--- src/rtl/median_window_ctrl_pkg.sv ---
// Shared types and default sizing for the sliding-window median controller.
package median_pkg;
   localparam int MED_DW = 6;
   localparam int MED_N  = 5;

   typedef logic [MED_DW-1:0] sample_t;

   typedef enum logic [1:0] {FILL, SORT, OUT, WAIT} state_t;
endpackage

--- src/rtl/median_window_ctrl_sort_pass.sv ---
// One odd-even transposition pass over the working copy; parity selects the pairing.
module sort_pass #(
   parameter int DW = 6,
   parameter int N  = 5
) (
   input  logic [N*DW-1:0] work,
   input  logic            parity,
   output logic [N*DW-1:0] result
);
   // Pairs are disjoint within a pass, so every compare reads the unmodified input.
   always_comb begin
      result = work;
      for (int i = 0; i < N-1; i++) begin
         if ((i[0] == parity) && (work[i*DW +: DW] > work[(i+1)*DW +: DW])) begin
            result[i*DW +: DW]     = work[(i+1)*DW +: DW];
            result[(i+1)*DW +: DW] = work[i*DW +: DW];
         end
      end
   end
endmodule

--- src/rtl/median_window_ctrl.sv ---
// Sliding-window median: shift samples into a window, sort a copy one pass per cycle.
// Optional MEDIAN_MINMAX_EN adds registered out_min/out_max alongside the median.
module median_window_ctrl
   import median_pkg::*;
#(
   parameter int DW = MED_DW,
   parameter int N  = MED_N
) (
   input  logic          clk,
   input  logic          rst,
   input  logic          clear,
   input  logic          in_valid,
   output logic          in_ready,
   input  logic [DW-1:0] in_num,
   output logic          out_valid,
   input  logic          out_ready,
   output logic [DW-1:0] out_num,
`ifdef MEDIAN_MINMAX_EN
   output logic [DW-1:0] out_min,
   output logic [DW-1:0] out_max,
`endif
   output logic          busy
);
   localparam int PW = $clog2(N);
   localparam int CW = $clog2(N+1);

   state_t               state, state_nxt;
   logic [N-1:0][DW-1:0] hist, work, win_nxt, pass_out;
   logic [CW-1:0]        fill_cnt;
   logic [PW-1:0]        pass_cnt;
   logic                 accept, last_pass;

   // A sample offered together with clear is dropped even though in_ready reads 1.
   assign accept    = in_valid && in_ready && !clear;
   assign last_pass = (state == SORT) && (pass_cnt == PW'(N-1));
   assign win_nxt   = {hist[N-2:0], in_num};

   sort_pass #(.DW(DW), .N(N)) u_pass (
      .work   (work),
      .parity (pass_cnt[0]),
      .result (pass_out)
   );

   always_ff @(posedge clk) begin
      if (rst) state <= FILL;
      else     state <= state_nxt;
   end

   always_comb begin
      state_nxt = state;
      case (state)
         FILL: if (accept && fill_cnt == CW'(N-1)) state_nxt = SORT;
         SORT: if (last_pass)                       state_nxt = OUT;
         OUT:  if (out_ready)                       state_nxt = WAIT;
         WAIT: if (accept)                          state_nxt = SORT;
         default:                                   state_nxt = FILL;
      endcase
      if (clear) state_nxt = FILL;
   end

   always_comb begin
      in_ready  = !rst && (state == FILL || state == WAIT);
      out_valid = (state == OUT);
      busy      = (state == SORT || state == OUT);
   end

   always_ff @(posedge clk) begin
      if (rst) begin
         hist     <= '0;
         work     <= '0;
         fill_cnt <= '0;
         pass_cnt <= '0;
         out_num  <= '0;
`ifdef MEDIAN_MINMAX_EN
         out_min  <= '0;
         out_max  <= '0;
`endif
      end else if (clear) begin
         hist     <= '0;
         work     <= '0;
         fill_cnt <= '0;
         pass_cnt <= '0;
      end else begin
         if (accept) begin
            hist <= win_nxt;
            if (state == WAIT || fill_cnt == CW'(N-1)) work <= win_nxt;
            if (state == FILL) fill_cnt <= fill_cnt + 1'b1;
         end
         if (state == SORT) begin
            work <= pass_out;
            if (last_pass) begin
               pass_cnt <= '0;
               out_num  <= pass_out[N/2];
`ifdef MEDIAN_MINMAX_EN
               out_min  <= pass_out[0];
               out_max  <= pass_out[N-1];
`endif
            end else begin
               pass_cnt <= pass_cnt + 1'b1;
            end
         end
      end
   end
endmodule

--- config.mk ---
export PLATFORM = sky130hd
export DESIGN_NAME = median_window_ctrl
export DESIGN_NICKNAME = d
export VERILOG_FILES = /design/src/rtl/median_window_ctrl_pkg.sv /design/src/rtl/median_window_ctrl_sort_pass.sv /design/src/rtl/median_window_ctrl.sv
export SDC_FILE = /design/constraint.sdc
export NUM_CORES = 1
export LEC_CHECK = 0
export CELL_PAD_IN_SITES_DETAIL_PLACEMENT = 1
export CELL_PAD_IN_SITES_GLOBAL_PLACEMENT = 1
export CORE_ASPECT_RATIO = 1.5
export CORE_MARGIN = 1
export CORE_UTILIZATION = 42
export CTS_CLUSTER_DIAMETER = 60
export DETAILED_ROUTE_END_ITERATION = 16
export GPL_TIMING_DRIVEN = 1
export MAX_ROUTING_LAYER = met4
export PLACE_DENSITY_LB_ADDON = 0.05
export SYNTH_ARGS = -nofsm -noshare
export SYNTH_HDL_FRONTEND = slang
export SYNTH_SLANG_ARGS = --single-unit
--- constraint.sdc ---
create_clock -name clk -period 1.8 [get_ports clk]
set_input_delay 0.36 -clock clk [delete_from_list [all_inputs] [get_ports clk]]
set_output_delay 0.36 -clock clk [all_outputs]
set_load 0.05 [all_outputs]
==> results of run 1 <==
-- per-layer routing --
layer,GRT usage [%],GRT overflow
met2,95.8,75
met5,-,-
met1,81.2,0
met3,51.2,3
met4,87.5,34
-- through the flow --
| stage | hold slack (ps) | setup TNS (ps) | std cells | util (%) | setup slack (ps) |
|---|---|---|---|---|---|
| floorplan | 436 | -1960 | 433 | - | -114 |
| global placement | 448 | -12150 | 646 | 59.0 | -443 |
| detailed placement | 450 | -14480 | 646 | 59.0 | -469 |
| CTS | 457 | -6060 | 702 | 74.6 | -277 |
-- logic make-up after synthesis --
| logic type | Yosys count |
|---|---|
| compound gates | 149 |
| flops | 68 |
| mux | 21 |
| xor+xnor | 2 |
| fa+ha+maj | 33 |
| buf+inv | 56 |
| simple gates | 104 |
-- repair_timing --
item	4_1_cts
pin swaps	60
endpoints found under the setup margin	39
hold buffers	0
gates cloned	1
buffers inserted	39
resized for setup	143
==> impl_metrics.ini, run 1 <==
[outcome]
status = aborted with a tool error
failed_stage = global routing
error = [ERROR GRT-0232] Routing congestion too high. Check the congestion heatmap in the GUI.

[synthesis]
syn_area_mm2 = 0.00381
seq_area_frac_synth_pct = 35.8
synth_compound_area_share_pct = 29.2
synth.avg_cell_area_um2 = 8.79
synthTopCellsByCount = dfxtp_1, nand2_1, a21oi_1
syn_nets = 477
async_reset_ff_share_pct = 0
synth_top_cell_by_area = dfxtp_1
synth_flop_cell = dfxtp_1
synth_xor_area_share_pct = 0.460
synth_fa_ha_area_share_pct = 10.8
synth.area.mux_share_pct = 5.56
yosys.area_share.simple_pct = 12.3
synth_edf_count = 0
yosysMostFrequentCell = dfxtp_1
synth_top_area_share_pct = 35.8
ys_top_cells_by_area = dfxtp_1, ha_1, a21oi_1, nand2_1, mux2i_1
yosysWarningCount = 0
netlist_instances = 433
ys_seq_elements = 68
synth_top_family_by_area = compound AO/OA/AOI/OAI gates
synth_cell_type_count = 54

[timing]
postGrtWorstEndpoint = work[15]$_SDFFE_PP0P_/D
worst-ep-kind = sequential cell input

[die]
initial_core_util_pct = 43.1
die_y_um = 119
ioPinCount = 20
rows = 42
dieWidth_um = 79.7

[place]
place_area_mm2 = 0.00520
portBuffers = 19
globalplace.congestion = 0.911
dp_hpwl_mm = 10.7

[global_routing]
antenna_found_initial = 1
grt_usage_pct = 80.2
grt_overflow_total = 112
grt_start_max_net_pins = 28

[clock_network]
cts.path.max_buffers = 2
cts.htree.levels = 3
cts_buffers = 9
cts-root-buf = clkbuf_16
cts.sinks = 68
==> inputs of run 2 (changes only) <==
- CELL_PAD_IN_SITES_DETAIL_PLACEMENT: 1 -> default
- CELL_PAD_IN_SITES_GLOBAL_PLACEMENT: 1 -> default
- CORE_ASPECT_RATIO: 1.5 -> default
- CORE_UTILIZATION: 42 -> 30
- CTS_CLUSTER_DIAMETER: 60 -> default
- MAX_ROUTING_LAYER: met4 -> default
- PLACE_DENSITY_LB_ADDON: 0.05 -> 0.15
- clock period: 1.8 -> 2.3 ns (I/O delays scaled with it)
==> run 2 against run 1 <==
  * The flow now finishes without violations
  * Synthesized cell count did not move
  * Synthesized area did not move
==> impl_metrics.ini, run 2 <==
[synthesis]
syn_nets = 477
yosysWarningCount = 0
ys_seq_elements = 68
synth_cell_type_count = 54
async_reset_ff_share_pct = 0
synth_edf_count = 0
synth_flop_cell = dfxtp_1
synthTopCellsByCount = dfxtp_1, nand2_1, a21oi_1
ys_top_cells_by_area = dfxtp_1, ha_1, a21oi_1, nand2_1, mux2i_1
synth.avg_cell_area_um2 = 8.79
syn_area_mm2 = 0.00381
netlist_instances = 433
yosysMostFrequentCell = dfxtp_1
seq_area_frac_synth_pct = 35.8
synth_top_area_share_pct = 35.8
synth_top_cell_by_area = dfxtp_1

[worst_setup_path]
reg2reg_depth = 7
critPathBufInv = 1
critical-path-top-delay-family = compound AO/OA/AOI/OAI gates
path_class = reg -> reg
required_ps = 2490
crit_cells = 7
arrival_ps = 2390
cp_cell_sequence = ha_1 -> and4_4 -> a31o_2 -> a31oi_4 -> buf_12 -> mux2i_1 -> a221oi_1
slowest_stage = dfxtp_1
critPathCaptureType = flop
crit_end = work[14]$_SDFFE_PP0P_
regToRegSetupSlack_ps = 110
critPathLaunchType = flop
r2r_end = work[14]$_SDFFE_PP0P_
slowest_delay_ps = 480
cp-startpoint = work[11]$_SDFFE_PP0P_
crit_path_max_fanout = 8
timing.rr.start = work[11]$_SDFFE_PP0P_

[clock_network]
cts_tree = yes
clock_latency_ps = 330
cts.sinks = 68
cts-root-buf = clkbuf_16
path_clk_slew_ps = 60
cts.path.max_buffers = 2
cts_buffers = 9
cts.htree.levels = 3

[timing]
skew_ps = 4.10
rsz0062_at_grt = no
slew_violations = 0
period_share_pct = 95.2
slew_headroom_pct = 54.8
setup_viol = 0
worstMarginPinSlew_ps = 672
post-route-min-period_ps = 2190
hold_viol_final = 0
max_freq_mhz = 457

[power]
p_sw_mw = 0.590
p_clk_share_pct = 51.9
ir_drop_uv = 302
finalPower_mw = 2.68
p_leak_nw = 1.65
switching_share_pct = 22.0
seqPwrFrac_pct = 44.3
p_int_mw = 2.10
power_density_mw_per_mm2 = 559
combinationalPowerShare_pct = 3.8

[die]
ioPinCount = 20
dieWidth_um = 115
die_area_mm2 = 0.0131
fp.coreArea_mm2 = 0.0122
initial_core_util_pct = 31.2
rows = 40
die_y_um = 115

[route]
viasPerCell = 5.19
vias = 3414
drt_pass1_iterations = 5
drc_errors = 0
wl_per_cell_um = 17.1
ant_nets = 0
drt-total-wl_mm = 11.2
drtIter0Drc = 232

[layout]
seqCellArea_mm2 = 0.00136
final_cell_mix = dfxtp_1, nand2_1, a21oi_1, buf_4, inv_1
fillers = 1292
largest-register = work
largest_reg_flops = 30
final_core_utilization_pct = 39.3
nNetsFinal = 529
largestRegisters = work x30, hist x24, out_num x6
antenna_cells = 0
multi_input_area_mm2 = 0.00225
final_common_cell = dfxtp_1
design_area_mm2 = 0.00480
area_delta_synth_final_pct = 26.2
drive_gt1_share_pct = 17.3

[run]
maxCapViolCount = 0

[global_routing]
grt_pass1_wl_mm = 17.8
antenna_found_initial = 0
grt_pass1_vias = 3277
grt_start_max_net_pins = 33
grt_usage_pct = 18.2
grt_overflow_total = 0

[outcome]
status = finished clean

[place]
place_area_mm2 = 0.00445
globalplace.congestion = 0.831
portBuffers = 19
dp_hpwl_mm = 8.72

[worst_hold_path]
hp-class = reg -> reg
## run 2: cell counts after synthesis
No cell type changed its count.
## run 2: worst min path at each step
stage | cells past startpoint | from | end
global placement | 2 | hist[20]$_SDFFE_PP0P_ | hist[20]$_SDFFE_PP0P_
global route | 2 | hist[21]$_SDFFE_PP0P_ | hist[21]$_SDFFE_PP0P_
CTS | 2 | hist[19]$_SDFFE_PP0P_ | hist[19]$_SDFFE_PP0P_
floorplan | 2 | hist[18]$_SDFFE_PP0P_ | hist[18]$_SDFFE_PP0P_
detailed placement | 2 | hist[19]$_SDFFE_PP0P_ | hist[19]$_SDFFE_PP0P_
finish | 2 | hist[19]$_SDFFE_PP0P_ | hist[19]$_SDFFE_PP0P_
## run 2: layout make-up
cell class              count  area share (%)
inverters                  34            2.66
repair buffers             63            11.5
flip-flops and latches     68            28.4
clock inverters             5            1.28
clock buffers              11            5.05
multi-input cells         309            46.8
well taps                 168            4.38
## run 2: through the flow
| stage | instances | TNS [ps] | setup slack, ps | hold WS [ps] |
|---|---|---|---|---|
| 2_1_floorplan | 433 | 0 | 6.31 | 436 |
| 3_3_place_gp | 641 | -108 | -18.4 | 458 |
| 3_5_place_dp | 641 | -433 | -73.5 | 466 |
| 4_1_cts | 657 | 0 | 31.0 | 474 |
| 5_1_grt | 658 | 0 | 21.6 | 490 |
| 6_report | 658 | 0 | 110 | 467 |
## run 2: kinds of logic after synthesis
kind of cell / share of synthesized area (%)
compound gates: 29.2
xor+xnor: 0.460
fa+ha+maj: 10.8
buf+inv: 5.88
flops: 35.8
mux: 5.56
simple gates: 12.3
## run 2: worst register-to-register path: cells and delay by family, from the launching register on
family	cells	cell delay, ps
fa+ha+maj	1	300
simple gates	1	220
mux	1	320
compound gates	3	580
buf+inv	1	160
flops	1	480
## run 2: power by group through the flow
stage                     logic (mW)  registers (mW)  clock network [mW]
after floorplan               0.0536            1.21                   0
after global placement         0.101            1.21                   0
after detailed placement       0.102            1.21                   0
after CTS                      0.102            1.19                1.43
after global routing           0.112            1.19                1.48
final                          0.102            1.19                1.39
## run 2: repair_timing
action | CTS | global route
buffers inserted | 0 | 1
endpoints found under the setup margin | 1 | 15
gates resized for setup | 1 | 5
hold buffers | 0 | 0
## run 2: routing by layer
| layer | share of wire (%) | wire length [um] | vias up | track usage [%] |
|---|---|---|---|---|
| li1 | - | - | 1718 | - |
| met1 | 50 | 5560 | 1601 | 26.8 |
| met2 | 43 | 4800 | 87 | 26.7 |
| met3 | 6.8 | 761 | 8 | 3.34 |
| met4 | 0.96 | 108 | 0 | 5.19 |
| met5 | 0 | 0 | - | 0 |
Note: power is estimated with default switching activity, not from simulation.
==> inputs of run 3 (changes only) <==
- CORE_UTILIZATION: 30 -> 50
==> run 3 against run 2 <==
  * Count of clock-buffer cells in the layout is the same
  * Design area decreased by 3.5%
  * Die area shrank 39%
  * Flip-flop and latch count unchanged
  * Total power shrank 10%
  * Sequential share of layout area is 1.0 points higher
  * Clock skew grew 12 ps
  * Sequential power about the same
  * Combinational power about the same
  * Final cell count decreased by 10%
  * Register-to-register slack got worse by 40 ps
  * Maximum frequency is 1.9% lower
  * Critical endpoint unchanged
==> impl_metrics.ini, run 3 (synthesized netlist as in run 2, its figures left out) <==
[outcome]
status = finished clean

[route]
ant_nets = 0
wl_per_cell_um = 17.7
drtIter0Drc = 173
vias = 3578
viasPerCell = 6.07
drt_pass1_iterations = 5
drc_errors = 0
drt-total-wl_mm = 10.4

[timing]
slew_headroom_pct = 56.8
skew_ps = 16.0
finalWorstSetupSlack_ps = 68.2
period_share_pct = 97.0
fin_hold_ws_ps = 465
post-route-min-period_ps = 2230
worstMarginPinSlew_ps = 642
max_freq_mhz = 448
slew_violations = 0
setup_viol = 0
hold_viol_final = 0

[worst_setup_path]
slowest_stage = dfxtp_1
cp-startpoint = work[11]$_SDFFE_PP0P_
path_class = reg -> reg
slowest_delay_ps = 430
critPathLaunchType = flop
critPathCaptureType = flop
critical-path-top-delay-family = compound AO/OA/AOI/OAI gates
cp_cell_sequence = ha_1 -> and4_4 -> a31o_2 -> a31oi_4 -> buf_4 -> mux2i_2 -> a221oi_1
timing.rr.start = work[11]$_SDFFE_PP0P_
critPathBufInv = 1
crit_path_max_fanout = 8
required_ps = 2520
arrival_ps = 2450

[layout]
area_delta_synth_final_pct = 21.8
drive_gt1_share_pct = 17.8
antenna_cells = 0
final_core_utilization_pct = 63.6
largest_reg_flops = 30
final_common_cell = dfxtp_1
largestRegisters = work x30, hist x24, out_num x6
final_cell_mix = dfxtp_1, nand2_1, a21oi_1, buf_4, inv_1
nNetsFinal = 529
largest-register = work

[global_routing]
grt_pass1_vias = 3425
antenna_found_initial = 0
grt_overflow_total = 0
grt_usage_pct = 28.5
grt_start_max_net_pins = 28
grt_pass1_wl_mm = 16.9

[place]
globalplace.congestion = 0.877
dpl_worst_slack_ps = -90.4
dp_hpwl_mm = 7.88
portBuffers = 19

[die]
fp.coreArea_mm2 = 0.00729
ioPinCount = 20
initial_core_util_pct = 52.2
die_area_mm2 = 0.00797
dieWidth_um = 89.3
rows = 31
die_y_um = 89.3

[power]
power_density_mw_per_mm2 = 521
p_clk_share_pct = 46.7
p_sw_mw = 0.547
combinationalPowerShare_pct = 4.2
p_int_mw = 1.87
switching_share_pct = 22.7
p_leak_nw = 1.64
ir_drop_uv = 356
seqPwrFrac_pct = 49.1
finalPower_mw = 2.42

[worst_hold_path]
min_from = hist[0]$_SDFFE_PP0P_
hp-class = reg -> reg

[clock_network]
path_clk_slew_ps = 80
clock_latency_ps = 360
cts_tree = yes
cts.path.max_buffers = 2
cts.sinks = 68
cts.htree.levels = 3
cts-root-buf = clkbuf_8
cts_buffers = 9

[run]
maxCapViolCount = 0
==> run 3: path summary, 6_finish.rpt <==
path / endpoint / slack [ps] / cells past startpoint
worst max-delay path: work[14]$_SDFFE_PP0P_ / 70 / 7
worst min-delay path: hist[6]$_SDFFE_PP0P_ / 470 / 2
worst max register to register: work[14]$_SDFFE_PP0P_ / 70 / 7
worst min register to register: hist[6]$_SDFFE_PP0P_ / 470 / 2
==> run 3: timing repair <==
item                                    4_1_cts  5_1_grt
endpoints found under the setup margin        0       14
hold buffers                                  0        0
resized for setup                             0        8
buffers inserted                              0        2
==> run 3: final cells by class <==
cell class                 instances  area, um2
fill                             656       2660
multi-input combinational        309       2250
tap                               99        124
sequential                        68       1360
clock inverter                     5       85.1
clock buffer                      11        141
inverter                          34        128
timing repair buffer              63        543
==> run 3: power by group through the flow <==
stage	registers [mW]	clock network [mW]	logic, mW
6_report	1.19	1.13	0.103
5_1_grt	1.19	1.19	0.111
3_5_place_dp	1.21	0	0.102
3_3_place_gp	1.21	0	0.101
2_1_floorplan	1.21	0	0.0536
4_1_cts	1.19	1.13	0.102
==> run 3: routing by layer <==
metal  global-route usage (%)  share of wire, %  vias to the layer above
li1                         -                 -                     1711
met1                     39.1                46                     1718
met2                     45.0                46                      130
met3                     5.26               5.9                       19
met4                     10.2               1.9                        0
met5                        0                 0                        -
==> run 3: worst register-to-register path, stage by stage (launching register included) <==
cell and delay [ps]:
dfxtp_1 430, ha_1 300, and4_4 230, a31o_2 270, a31oi_4 350, buf_4 190, mux2i_2 220, a221oi_1 110
==> run 3: stage by stage <==
step	std cells	TNS (ps)	instance area, um2
6_report	589	0	4640
4_1_cts	587	0	4590
3_5_place_dp	571	-545	4360
3_3_place_gp	571	0	4360
5_1_grt	589	-14.9	4640
2_1_floorplan	433	0	3810
